[src/rtl/rom_read_arbiter_if.sv]
// Request/return bundle between the two ROM requesters, the arbiter and the
// ROM read port. The arbiter uses the slave view; the requesters and the ROM
// model (together) use the master view.
interface rom_read_arbiter_if #(
    parameter int ADDR_W = 13,
    parameter int DATA_W = 8
);
    // Port A (CPU fetch)
    logic              a_req;
    logic [ADDR_W-1:0] a_addr;
    logic              a_ack;
    logic              a_rvalid;
    logic [DATA_W-1:0] a_rdata;

    // Port B (video/DMA)
    logic              b_req;
    logic [ADDR_W-1:0] b_addr;
    logic              b_ack;
    logic              b_rvalid;
    logic [DATA_W-1:0] b_rdata;

    // ROM read port
    logic [ADDR_W-1:0] rom_addr;
    logic [DATA_W-1:0] rom_q;

    modport slave (
        input  a_req, a_addr, b_req, b_addr, rom_q,
        output a_ack, a_rvalid, a_rdata,
        output b_ack, b_rvalid, b_rdata,
        output rom_addr
    );

    modport master (
        output a_req, a_addr, b_req, b_addr, rom_q,
        input  a_ack, a_rvalid, a_rdata,
        input  b_ack, b_rvalid, b_rdata,
        input  rom_addr
    );
endinterface

[src/rtl/rom_read_arbiter.sv]
// Two-port read arbiter in front of a single synchronous-read program ROM.
// One requester is granted per cycle (round-robin or fixed priority with a
// starvation guard); each grant is tagged and the ROM data is steered back to
// the winner exactly two cycles after its ack, in grant order.
module rom_read_arbiter #(
    parameter int ADDR_W     = 13,
    parameter int DATA_W     = 8,
    parameter int PRIO_MODE  = 0,
    parameter int STARVE_MAX = 3
) (
    input  logic                clk,
    input  logic                rst,
    rom_read_arbiter_if.slave   bus
);

    localparam logic [3:0] STARVE_W = 4'(STARVE_MAX);
    localparam logic [3:0] WAIT_SAT = 4'hF;

    typedef enum logic {
        PORT_A = 1'b0,
        PORT_B = 1'b1
    } port_e;

    // Arbitration state
    port_e             rr_last_q, rr_last_d;
    logic [3:0]        b_wait_q,  b_wait_d;
    logic [ADDR_W-1:0] last_addr_q, last_addr_d;

    // Return pipeline: tag for the access currently being read by the ROM
    logic              tag_vld_q, tag_vld_d;
    port_e             tag_id_q,  tag_id_d;

    // Registered return outputs
    logic              a_rvalid_q, a_rvalid_d;
    logic              b_rvalid_q, b_rvalid_d;
    logic [DATA_W-1:0] a_rdata_q,  a_rdata_d;
    logic [DATA_W-1:0] b_rdata_q,  b_rdata_d;

    // Combinational grant
    logic              a_win_s, b_win_s, grant_s;
    logic [ADDR_W-1:0] rom_addr_s;

    // Pick this cycle's winner; nothing is granted while reset is held
    always_comb begin
        a_win_s = 1'b0;
        b_win_s = 1'b0;
        if (rst) begin
            a_win_s = 1'b0;
            b_win_s = 1'b0;
        end else if (PRIO_MODE == 1) begin
            // Fixed priority to A, but a B that has waited STARVE_MAX cycles goes next
            if (bus.b_req && (b_wait_q == STARVE_W)) begin
                b_win_s = 1'b1;
            end else if (bus.a_req) begin
                a_win_s = 1'b1;
            end else if (bus.b_req) begin
                b_win_s = 1'b1;
            end else begin
                a_win_s = 1'b0;
            end
        end else begin
            // Round-robin: on contention the side that did not win last time wins
            if (bus.a_req && bus.b_req) begin
                if (rr_last_q == PORT_B) begin
                    a_win_s = 1'b1;
                end else begin
                    b_win_s = 1'b1;
                end
            end else if (bus.a_req) begin
                a_win_s = 1'b1;
            end else if (bus.b_req) begin
                b_win_s = 1'b1;
            end else begin
                a_win_s = 1'b0;
            end
        end
    end

    // ROM address mux; idle cycles hold the last granted address to avoid toggling
    always_comb begin
        grant_s    = a_win_s | b_win_s;
        rom_addr_s = last_addr_q;
        if (a_win_s) begin
            rom_addr_s = bus.a_addr;
        end else if (b_win_s) begin
            rom_addr_s = bus.b_addr;
        end else begin
            rom_addr_s = last_addr_q;
        end
    end

    // Next state of arbitration history and starvation counter
    always_comb begin
        last_addr_d = rom_addr_s;
        rr_last_d   = rr_last_q;
        b_wait_d    = b_wait_q;
        if (grant_s) begin
            rr_last_d = b_win_s ? PORT_B : PORT_A;
        end else begin
            rr_last_d = rr_last_q;
        end
        if (!bus.b_req || b_win_s) begin
            b_wait_d = 4'd0;
        end else if (b_wait_q != WAIT_SAT) begin
            b_wait_d = b_wait_q + 4'd1;
        end else begin
            b_wait_d = b_wait_q;
        end
    end

    // Return pipeline: tag the grant, then steer the ROM output to the tagged port
    always_comb begin
        tag_vld_d  = grant_s;
        tag_id_d   = b_win_s ? PORT_B : PORT_A;
        a_rvalid_d = 1'b0;
        b_rvalid_d = 1'b0;
        a_rdata_d  = a_rdata_q;
        b_rdata_d  = b_rdata_q;
        if (tag_vld_q) begin
            if (tag_id_q == PORT_B) begin
                b_rvalid_d = 1'b1;
                b_rdata_d  = bus.rom_q;
            end else begin
                a_rvalid_d = 1'b1;
                a_rdata_d  = bus.rom_q;
            end
        end else begin
            a_rvalid_d = 1'b0;
            b_rvalid_d = 1'b0;
        end
    end

    // State registers; reset discards in-flight tags and arbitration history
    always_ff @(posedge clk or posedge rst) begin
        if (rst) begin
            rr_last_q   <= PORT_B;
            b_wait_q    <= 4'd0;
            last_addr_q <= '0;
            tag_vld_q   <= 1'b0;
            tag_id_q    <= PORT_A;
            a_rvalid_q  <= 1'b0;
            b_rvalid_q  <= 1'b0;
            a_rdata_q   <= '0;
            b_rdata_q   <= '0;
        end else begin
            rr_last_q   <= rr_last_d;
            b_wait_q    <= b_wait_d;
            last_addr_q <= last_addr_d;
            tag_vld_q   <= tag_vld_d;
            tag_id_q    <= tag_id_d;
            a_rvalid_q  <= a_rvalid_d;
            b_rvalid_q  <= b_rvalid_d;
            a_rdata_q   <= a_rdata_d;
            b_rdata_q   <= b_rdata_d;
        end
    end

    assign bus.a_ack    = a_win_s;
    assign bus.b_ack    = b_win_s;
    assign bus.rom_addr = rom_addr_s;
    assign bus.a_rvalid = a_rvalid_q;
    assign bus.b_rvalid = b_rvalid_q;
    assign bus.a_rdata  = a_rdata_q;
    assign bus.b_rdata  = b_rdata_q;

endmodule

[src/flat_wrapper.sv]
// flat-port wrapper written by rule: the top's interface ports become plain ports
module rom_read_arbiter_flat 
#(
    parameter int ADDR_W     = 13,
    parameter int DATA_W     = 8,
    parameter int PRIO_MODE  = 0,
    parameter int STARVE_MAX = 3
)
  (clk, rst, bus_a_req, bus_a_addr, bus_b_req, bus_b_addr, bus_rom_q, bus_a_ack, bus_a_rvalid, bus_a_rdata, bus_b_ack, bus_b_rvalid, bus_b_rdata, bus_rom_addr);
  rom_read_arbiter_if #(.ADDR_W(ADDR_W), .DATA_W(DATA_W)) bus_i ();
  input  logic clk;
  input  logic rst;
  input wire logic [$bits(bus_i.a_req)-1:0] bus_a_req;
  input wire logic [$bits(bus_i.a_addr)-1:0] bus_a_addr;
  input wire logic [$bits(bus_i.b_req)-1:0] bus_b_req;
  input wire logic [$bits(bus_i.b_addr)-1:0] bus_b_addr;
  input wire logic [$bits(bus_i.rom_q)-1:0] bus_rom_q;
  output wire logic [$bits(bus_i.a_ack)-1:0] bus_a_ack;
  output wire logic [$bits(bus_i.a_rvalid)-1:0] bus_a_rvalid;
  output wire logic [$bits(bus_i.a_rdata)-1:0] bus_a_rdata;
  output wire logic [$bits(bus_i.b_ack)-1:0] bus_b_ack;
  output wire logic [$bits(bus_i.b_rvalid)-1:0] bus_b_rvalid;
  output wire logic [$bits(bus_i.b_rdata)-1:0] bus_b_rdata;
  output wire logic [$bits(bus_i.rom_addr)-1:0] bus_rom_addr;
  assign bus_i.a_req = bus_a_req;
  assign bus_i.a_addr = bus_a_addr;
  assign bus_i.b_req = bus_b_req;
  assign bus_i.b_addr = bus_b_addr;
  assign bus_i.rom_q = bus_rom_q;
  assign bus_a_ack = bus_i.a_ack;
  assign bus_a_rvalid = bus_i.a_rvalid;
  assign bus_a_rdata = bus_i.a_rdata;
  assign bus_b_ack = bus_i.b_ack;
  assign bus_b_rvalid = bus_i.b_rvalid;
  assign bus_b_rdata = bus_i.b_rdata;
  assign bus_rom_addr = bus_i.rom_addr;
  rom_read_arbiter #(.ADDR_W(ADDR_W), .DATA_W(DATA_W), .PRIO_MODE(PRIO_MODE), .STARVE_MAX(STARVE_MAX)) u_core (.clk(clk), .rst(rst), .bus(bus_i));
endmodule
[config.mk]
export PLATFORM = sky130hd
export DESIGN_NAME = rom_read_arbiter_flat
export DESIGN_NICKNAME = d
export VERILOG_FILES = /design/src/rtl/rom_read_arbiter_if.sv /design/src/rtl/rom_read_arbiter.sv /design/src/flat_wrapper.sv
export SDC_FILE = /design/constraint.sdc
export NUM_CORES = 1
export LEC_CHECK = 0
export BUFFER_PORTS_ARGS = -buffer_cell sky130_fd_sc_hd__clkbuf_2
export CAP_MARGIN = 30
export CORE_UTILIZATION = 30
export DETAILED_ROUTE_END_ITERATION = 16
export GPL_TIMING_DRIVEN = 0
export SYNTH_ARGS = -nofsm -noshare
export SYNTH_HDL_FRONTEND = slang
export SYNTH_SLANG_ARGS = --single-unit
[constraint.sdc]
create_clock -name clk -period 5.6 [get_ports clk]
set_input_delay 0.56 -clock clk [delete_from_list [all_inputs] [get_ports clk]]
set_output_delay 0.56 -clock clk [all_outputs]
set_load 0.02 [all_outputs]
# Yosys cells after proc, flatten, opt, wreduce, memory -nomap -nowiden
# Index checks and enable logic that the tools add are counted.
dict set report totals {
  register_bits 34
  output_inout_bits 33
  wordCells 29
  input_bits 38
}
dict set report classes {
  mux 16
  n_bitwise 2
  n_reduce_logical 3
}
# cell n
set op_table {}
lappend op_table {{$mux W13} 2}
lappend op_table {{$mux W1} 14}
lappend op_table {{$reduce_and A2 Y1} 2}
lappend op_table {{$logic_and A1 B1 Y1} 1}
lappend op_table {{$not A1 Y1} 1}
lappend op_table {{$or A1 B1 Y1} 1}

# Logic depth before layout (Yosys ltp)
# Gate-level depths: netlist (run 1).
dict set report logic_depth {
  ltp_word 6
  mapped_depth 4
  depth_no_buf 3
}

# Worst setup path after synthesis (run 1)
# OpenSTA, ideal clock, no wires.
dict set report synth_timing {
  path_kind {input to output}
  start {input port rst}
  end {output port bus_rom_addr[3]}
  slack_ns 2.938
  arrival_time_ns 2.102
  stages 4
  n_path_buf 1
  required_time_ns 5.040
  path_cell_list {inv_1 o211ai_2 buf_6 o221a_1}
}
dict set report synth_between {
  elab_chain_cells 3
  elab_cells_between_ends 4
  cone_classes {mux (4)}
}
# item line_no
set synth_lines {}
lappend synth_lines {{from (decl)} flat_wrapper.sv:12} ;# input logic rst;
lappend synth_lines {{$mux W1} rom_read_arbiter.sv:47} ;# if (rst) begin
lappend synth_lines {{$mux W13} rom_read_arbiter.sv:85} ;# end else if (b_win_s) begin
lappend synth_lines {{$mux W13 (*)} rom_read_arbiter.sv:83} ;# if (a_win_s) begin
lappend synth_lines {{to (decl)} flat_wrapper.sv:24} ;# output wire logic [$bits(bus_i.rom_addr)-1:0] bus_rom_addr;
# Mark *: on every way between the ends. The rest lies on a longest branch, timed or not.

# Final worst setup path (run 1)
dict set report layout_timing {
  start {input port rst}
  end {output port bus_rom_addr[10]}
}
# The elaborated chain is that of the path after synthesis.

==> impl_results.md, run 1 <==
* Yosys cell types at 19
* Root Buffer: clkbuf_8
* GRT Overall Usage at 13.9%
* Max clock buf depth at 2
* Peak supply drop at 119 µV
* Maxcap violations at 0
* Syn Nets at 133
* Complex-gate fraction of the synthesized area at 11.9%
* WS Path Type: in -> out
* Setup WS pre-CTS at 2660 ps
* Largest net degree at the start of global routing at 21
* Antenna diode count at 0
* Initial DRC Count at 18
* Avg Cell Area, Syn at 14.6 µm²
* Vias after detailed routing at 1087
* Routed WL per cell at 13.9 µm
* Final worst setup slack at 2720 ps
* Max stage delay on crit path at 650 ps
* FMAX at 348 MHz
* Mux cell area share after synthesis at 13.0%
* Insertion delay to the later sink of the worst-skew pair at 280 ps
* Status: complete, no violations
* Layout cells sized above 1 at 67.2%
* Grt ovf at 0
* Initial Util at 31.6%
* Initial antenna violation count at 0
* Top FF cell, synth: dfrtp_1
* RSZ-0062 raised after global routing: false
* Worst Setup End Kind: primary output
* R2R depth at 4
* Worst setup SP type: primary input
* Gpl congestion at 0.743
* Most frequent cells in the layout: clkbuf_2, dfrtp_1, mux2_2
* Fill count at 421
* CP most frequent cell: clkbuf_2
* Syn Inst Count at 95
* Final hold vios at 0
* Dpl hpwl at 2410 µm
* Most common cell after layout, fill and taps aside: clkbuf_2
* PnR Total Power at 706 µW
* Max-slew violations at 0
* Routed Antenna Nets at 0
* Post-CTS setup buffers at 0
* Vias per cell at 4.81
* Min Hold Slack at 474 ps
* Fin Clk Skew at 5.53 ps
* Die ar. at 4890 µm²
* Largest family of logic cells by synthesized area: multiplexers
* Drt total wl at 3150 µm
* Crit path max-delay family: buffers and inverters
* Cell Chain, Critical Path: clkbuf_2 -> inv_1 -> buf_16 -> o211ai_2 -> buf_6 -> o221a_2 -> clkbuf_2
* Number of top-level pins at 71
* CTS sink count at 34
* Die X at 69.9 µm
* DRC violations left at 0
* Number of global-route vias before repair at 1082
* Post-synth ARST share at 100%
* Htree depth at 2
* Global-route wire length before repair at 5190 µm
* Final setup fails at 0
* Post-Synth Adder-Cell Area at 0%
* Mapped cell area at 1380 µm²
* Yosys warning total at 0
* Worst-path clk slew at 70 ps
* RR Startpoint: u_core.rr_last_q
* WP buf/inv at 5
* Row count at 24
* Slew HR at 40.8%
* Die height at 69.9 µm
* Port bufs at 70
* Final period util at 51.4%
* CP max stage cell: inv_1
* Number of synthesized flops with an enable pin at 0
* Worst EP required at 5040 ps
* Reg2reg setup slack at 4290 ps
* PwrDens at 365 nW/µm²
* WP data arrival at 2320 ps
* Area Overhead vs Synth at 39.9%
* Setup TNS at 0 ps
* Num CTS Buffers at 5
* End of the worst register-to-register path: u_core.last_addr_q[7]
* Post-Synth Simple-Gate Area at 9.22%
* Post-cts sizing count at 0
* Pleak at 0.000960 µW
* TritonCTS clock tree: built
* Hold buffers post-CTS at 0
* CP max FO at 20
* Number of synthesized register bits at 34
* Seq/Total Area, Yosys at 61.6%
* Core Region at 4380 µm²
* Crit path time final at 2880 ps
* Final #Nets at 211
* Hold/Removal Path Class: in -> async
* Post-Synth XOR/XNOR Area at 0%
* DRT Pass-1 Iters at 4
* Slew of the pin with the lowest slew margin at 887 ps
## state kept, by name (all words and copies together), names as in the netlist
| register | count |
|---|---|
| u_core.bus.b_rdata | 8 |
| u_core.rr_last_q | 1 |
| u_core.bus.a_rdata | 8 |
| u_core.tag_id_q | 1 |
| u_core.last_addr_q | 13 |
| u_core.bus.a_rvalid | 1 |
| u_core.tag_vld_q | 1 |
| u_core.bus.b_rvalid | 1 |
## per-layer routing
metal	global-route usage, %	vias to the layer above	routed length (µm)
li1	-	506	-
met1	16.9	527	1370
met2	22.5	48	1510
met3	5.19	6	221
met4	4.67	0	44
met5	0	-	0
## stage by stage
step                std cells  utilization, %  instance area, µm²
floorplan                  95               -                1380
detailed placement        218            41.7                1830
global placement          217            41.0                1800
global route              226            44.1                1940
CTS                       226            44.1                1940
finish                    226            44.1                1940
## cells by family after synthesis
family	Yosys count
DFF	34
and+or+nand+nor	20
muxes	16
AOI/OAI and AO/OA	15
buffers and inverters	10
## report_power, final
| part | switching, µW | internal (µW) |
|---|---|---|
| registers | 17.6 | 288 |
| logic | 103 | 78.3 |
| clock network | 88.3 | 131 |
| total | 209 | 497 |
## area by class of cell
cell class              instances  area (µm²)  share of cell area [%]
clock buffers                   5        68.8                    3.56
plain buffers                   5        40.0                    2.07
repair buffers                 71         378                    19.5
inverters                       5        18.8                   0.970
well taps                      52        65.1                    3.36
clock inverters                 3        40.0                    2.07
multi-input cells              51         473                    24.4
flip-flops and latches         34         852                    44.0
## worst max-delay path by stage
stage,slack [ps],to,cells after the start,from
global route,2540,bus_rom_addr[8],7,rst
finish,2720,bus_rom_addr[10],7,rst
detailed placement,2660,bus_rom_addr[6],7,rst
CTS,2650,bus_rom_addr[10],7,rst
floorplan,2940,bus_rom_addr[3],4,rst
global placement,2330,bus_rom_addr[10],6,rst
## cell usage after synthesis (all sizes together), types with 3 or more instances
| master | number | area share (%) |
|---|---|---|
| mux2 | 16 | 13 |
| dfrtp | 33 | 60 |
| nor2 | 3 | 1.0 |
| o221a | 13 | 11 |
| buf | 4 | 2.5 |
| inv | 5 | 1.4 |
| or3 | 13 | 5.9 |
(Power assumes the default switching activity.)
==> run 2: changes to the inputs <==
Clock period 5.6 ns to 2.4 ns, I/O delays scaled along.
==> impl_results.md, run 2 (synthesis gave the netlist of run 1 again) <==
* Final hold vios at 0 (unchanged)
* Cell-internal power at 1160 µW (was 497 µW)
* PnR Total Power at 1650 µW (was 706 µW)
* Insertion delay to the later sink of the worst-skew pair at 280 ps (about the same)
* TritonCTS clock tree: built (unchanged)
* Fin Clk Skew at 5.52 ps (was 5.53 ps)
* Port bufs at 70 (unchanged)
* Die ar. at 4890 µm² (unchanged)
* Number of top-level pins at 71 (unchanged)
* Global-route wire length before repair at 5190 µm (unchanged)
* RR Startpoint: u_core.rr_last_q (unchanged)
* Initial Util at 31.6% (unchanged)
* Slew HR at 66.0% (was 40.8%)
* Switch share at 29.6% (about the same)
* WP data arrival at 1860 ps (was 2320 ps)
* Row count at 24 (unchanged)
* Crit path time final at 2100 ps
* Crit path max-delay family: buffers and inverters (unchanged)
* Worst Setup End Kind: primary output (unchanged)
* Routed WL per cell at 13.9 µm (unchanged)
* Cell Chain, Critical Path: clkbuf_2 -> clkinvlp_4 -> buf_16 -> o211ai_2 -> buf_6 -> o221a_1 -> clkbuf_2 (was clkbuf_2 -> inv_1 -> buf_16 -> o211ai_2 -> buf_6 -> o221a_2 -> clkbuf_2)
* Htree depth at 2 (unchanged)
* Max-slew violations at 0 (unchanged)
* Drt total wl at 3150 µm (unchanged)
* Area Overhead vs Synth at 40.1% (was 39.9%)
* Net Switching at 488 µW (was 209 µW)
* Setup TNS at 0 ps (unchanged)
* Hold/Removal Path Class: in -> async (unchanged)
* Top reg by flops: u_core.last_addr_q (unchanged)
* Combinational power share at 25.7% (about the same)
* Reg2reg setup slack at 1090 ps (was 4290 ps)
* CTS sink count at 34 (unchanged)
* Antenna diode count at 0 (unchanged)
* Hold buffers post-CTS at 0 (unchanged)
* Post-CTS setup buffers at 0 (unchanged)
* Layout cells sized above 1 at 67.8% (was 67.2%)
* Max clock buf depth at 2 (unchanged)
* Max stage delay on crit path at 440 ps (was 650 ps)
* WP buf/inv at 5 (unchanged)
* Post-cts sizing count at 0 (unchanged)
* Maxcap violations at 0 (unchanged)
* DRT Pass-1 Iters at 4 (unchanged)
* Grt ovf at 0 (unchanged)
* Most common cell after layout, fill and taps aside: clkbuf_2 (unchanged)
* End of the worst register-to-register path: u_core.last_addr_q[7] (unchanged)
* Worst-path clk slew at 70 ps (about the same)
* Dpl hpwl at 2410 µm (unchanged)
* RSZ-0062 raised after global routing: false (unchanged)
* Most frequent cells in the layout: clkbuf_2, dfrtp_1, mux2_2 (unchanged)
* Post-Place Cells at 218 (unchanged)
* Num CTS Buffers at 5 (unchanged)
* Final worst setup slack at 300 ps (was 2720 ps)
* CP max stage cell: clkinvlp_4 (was inv_1)
* Final #Nets at 211 (unchanged)
* PwrDens at 850 nW/µm² (was 365 nW/µm²)
* Critical Path Start: rst (unchanged)
* Worst setup SP type: primary input (unchanged)
* Final setup fails at 0 (unchanged)
* Core Region at 4380 µm² (unchanged)
* Largest net degree at the start of global routing at 21 (unchanged)
* GRT Overall Usage at 13.9% (unchanged)
* Root Buffer: clkbuf_8 (unchanged)
* Slew of the pin with the lowest slew margin at 509 ps (was 887 ps)
* Number of global-route vias before repair at 1082 (unchanged)
* Initial DRC Count at 18 (unchanged)
* Die height at 69.9 µm (unchanged)
* Non-filler instance count after layout at 226 (unchanged)
* FMAX at 476 MHz
* Vias per cell at 4.81 (about the same)
* Vias after detailed routing at 1088 (was 1087)
* Gpl congestion at 0.743 (unchanged)
* Flop pwr share at 43.2% (about the same)
* CP most frequent cell: clkbuf_2 (unchanged)
* R2R depth at 4 (unchanged)
* Setup WS pre-CTS at 100 ps (was 2660 ps)
* Routed Antenna Nets at 0 (unchanged)
* Worst EP required at 2160 ps (was 5040 ps)
* CP max FO at 20 (unchanged)
* Peak supply drop at 278 µV (was 119 µV)
* DRC violations left at 0 (unchanged)
* Status: complete, no violations (unchanged)
* WS Path Type: in -> out (unchanged)
* Final period util at 87.5%
* Power share of the clock group at 31.0% (was 31.1%)
* Die X at 69.9 µm (unchanged)
* Pleak at 0.000955 µW (was 0.000960 µW)
* Initial antenna violation count at 0 (unchanged)
* Max reg flops at 13 (unchanged)
run 2: cell count changes in the layout (fill, tap and decap cells not counted):
cell	before	now
clkinvlp_4	0	1
inv_1	5	4
run 2: power groups by stage:
stage          clock [µW]  sequential [µW]  combinational, µW
5_1_grt               558              724                455
2_1_floorplan           0              792                195
3_5_place_dp            0              723                430
3_3_place_gp            0              717                416
4_1_cts               532              713                430
6_report              511              712                424
run 2: layer usage:
metal | GRT usage (%) | vias up | share of wire, %
met5 | 0 | - | 0
met4 | 4.67 | 0 | 1.4
met3 | 5.19 | 6 | 7.0
met2 | 22.5 | 48 | 48
met1 | 16.9 | 527 | 44
li1 | - | 507 | -
run 2: how the worst max path moves through the flow:
stage,endpoint,cells after the start
floorplan,bus_rom_addr[3],4
CTS,bus_rom_addr[10],7
global placement,bus_rom_addr[10],6
detailed placement,bus_rom_addr[6],7
global route,bus_rom_addr[3],7
finish,bus_rom_addr[3],7
run 2: final cells by class:
class | count | area (µm²)
Fill cell | 420 | 2440
Sequential cell | 34 | 852
Tap cell | 52 | 65.1
Inverter | 5 | 22.5
Multi-Input combinational cell | 51 | 473
Buffer | 5 | 40.0
Clock inverter | 3 | 40.0
Clock buffer | 5 | 68.8
Timing Repair Buffer | 71 | 378
run 2: through the flow:
step | utilization, % | hold WS, ps | instance area (µm²)
after global routing | 44.2 | 38.6 | 1940
final | 44.2 | 7.44 | 1940
after CTS | 44.1 | 179 | 1940
after global placement | 41.0 | 471 | 1800
after detailed placement | 41.7 | 477 | 1830
after floorplan | - | 391 | 1380
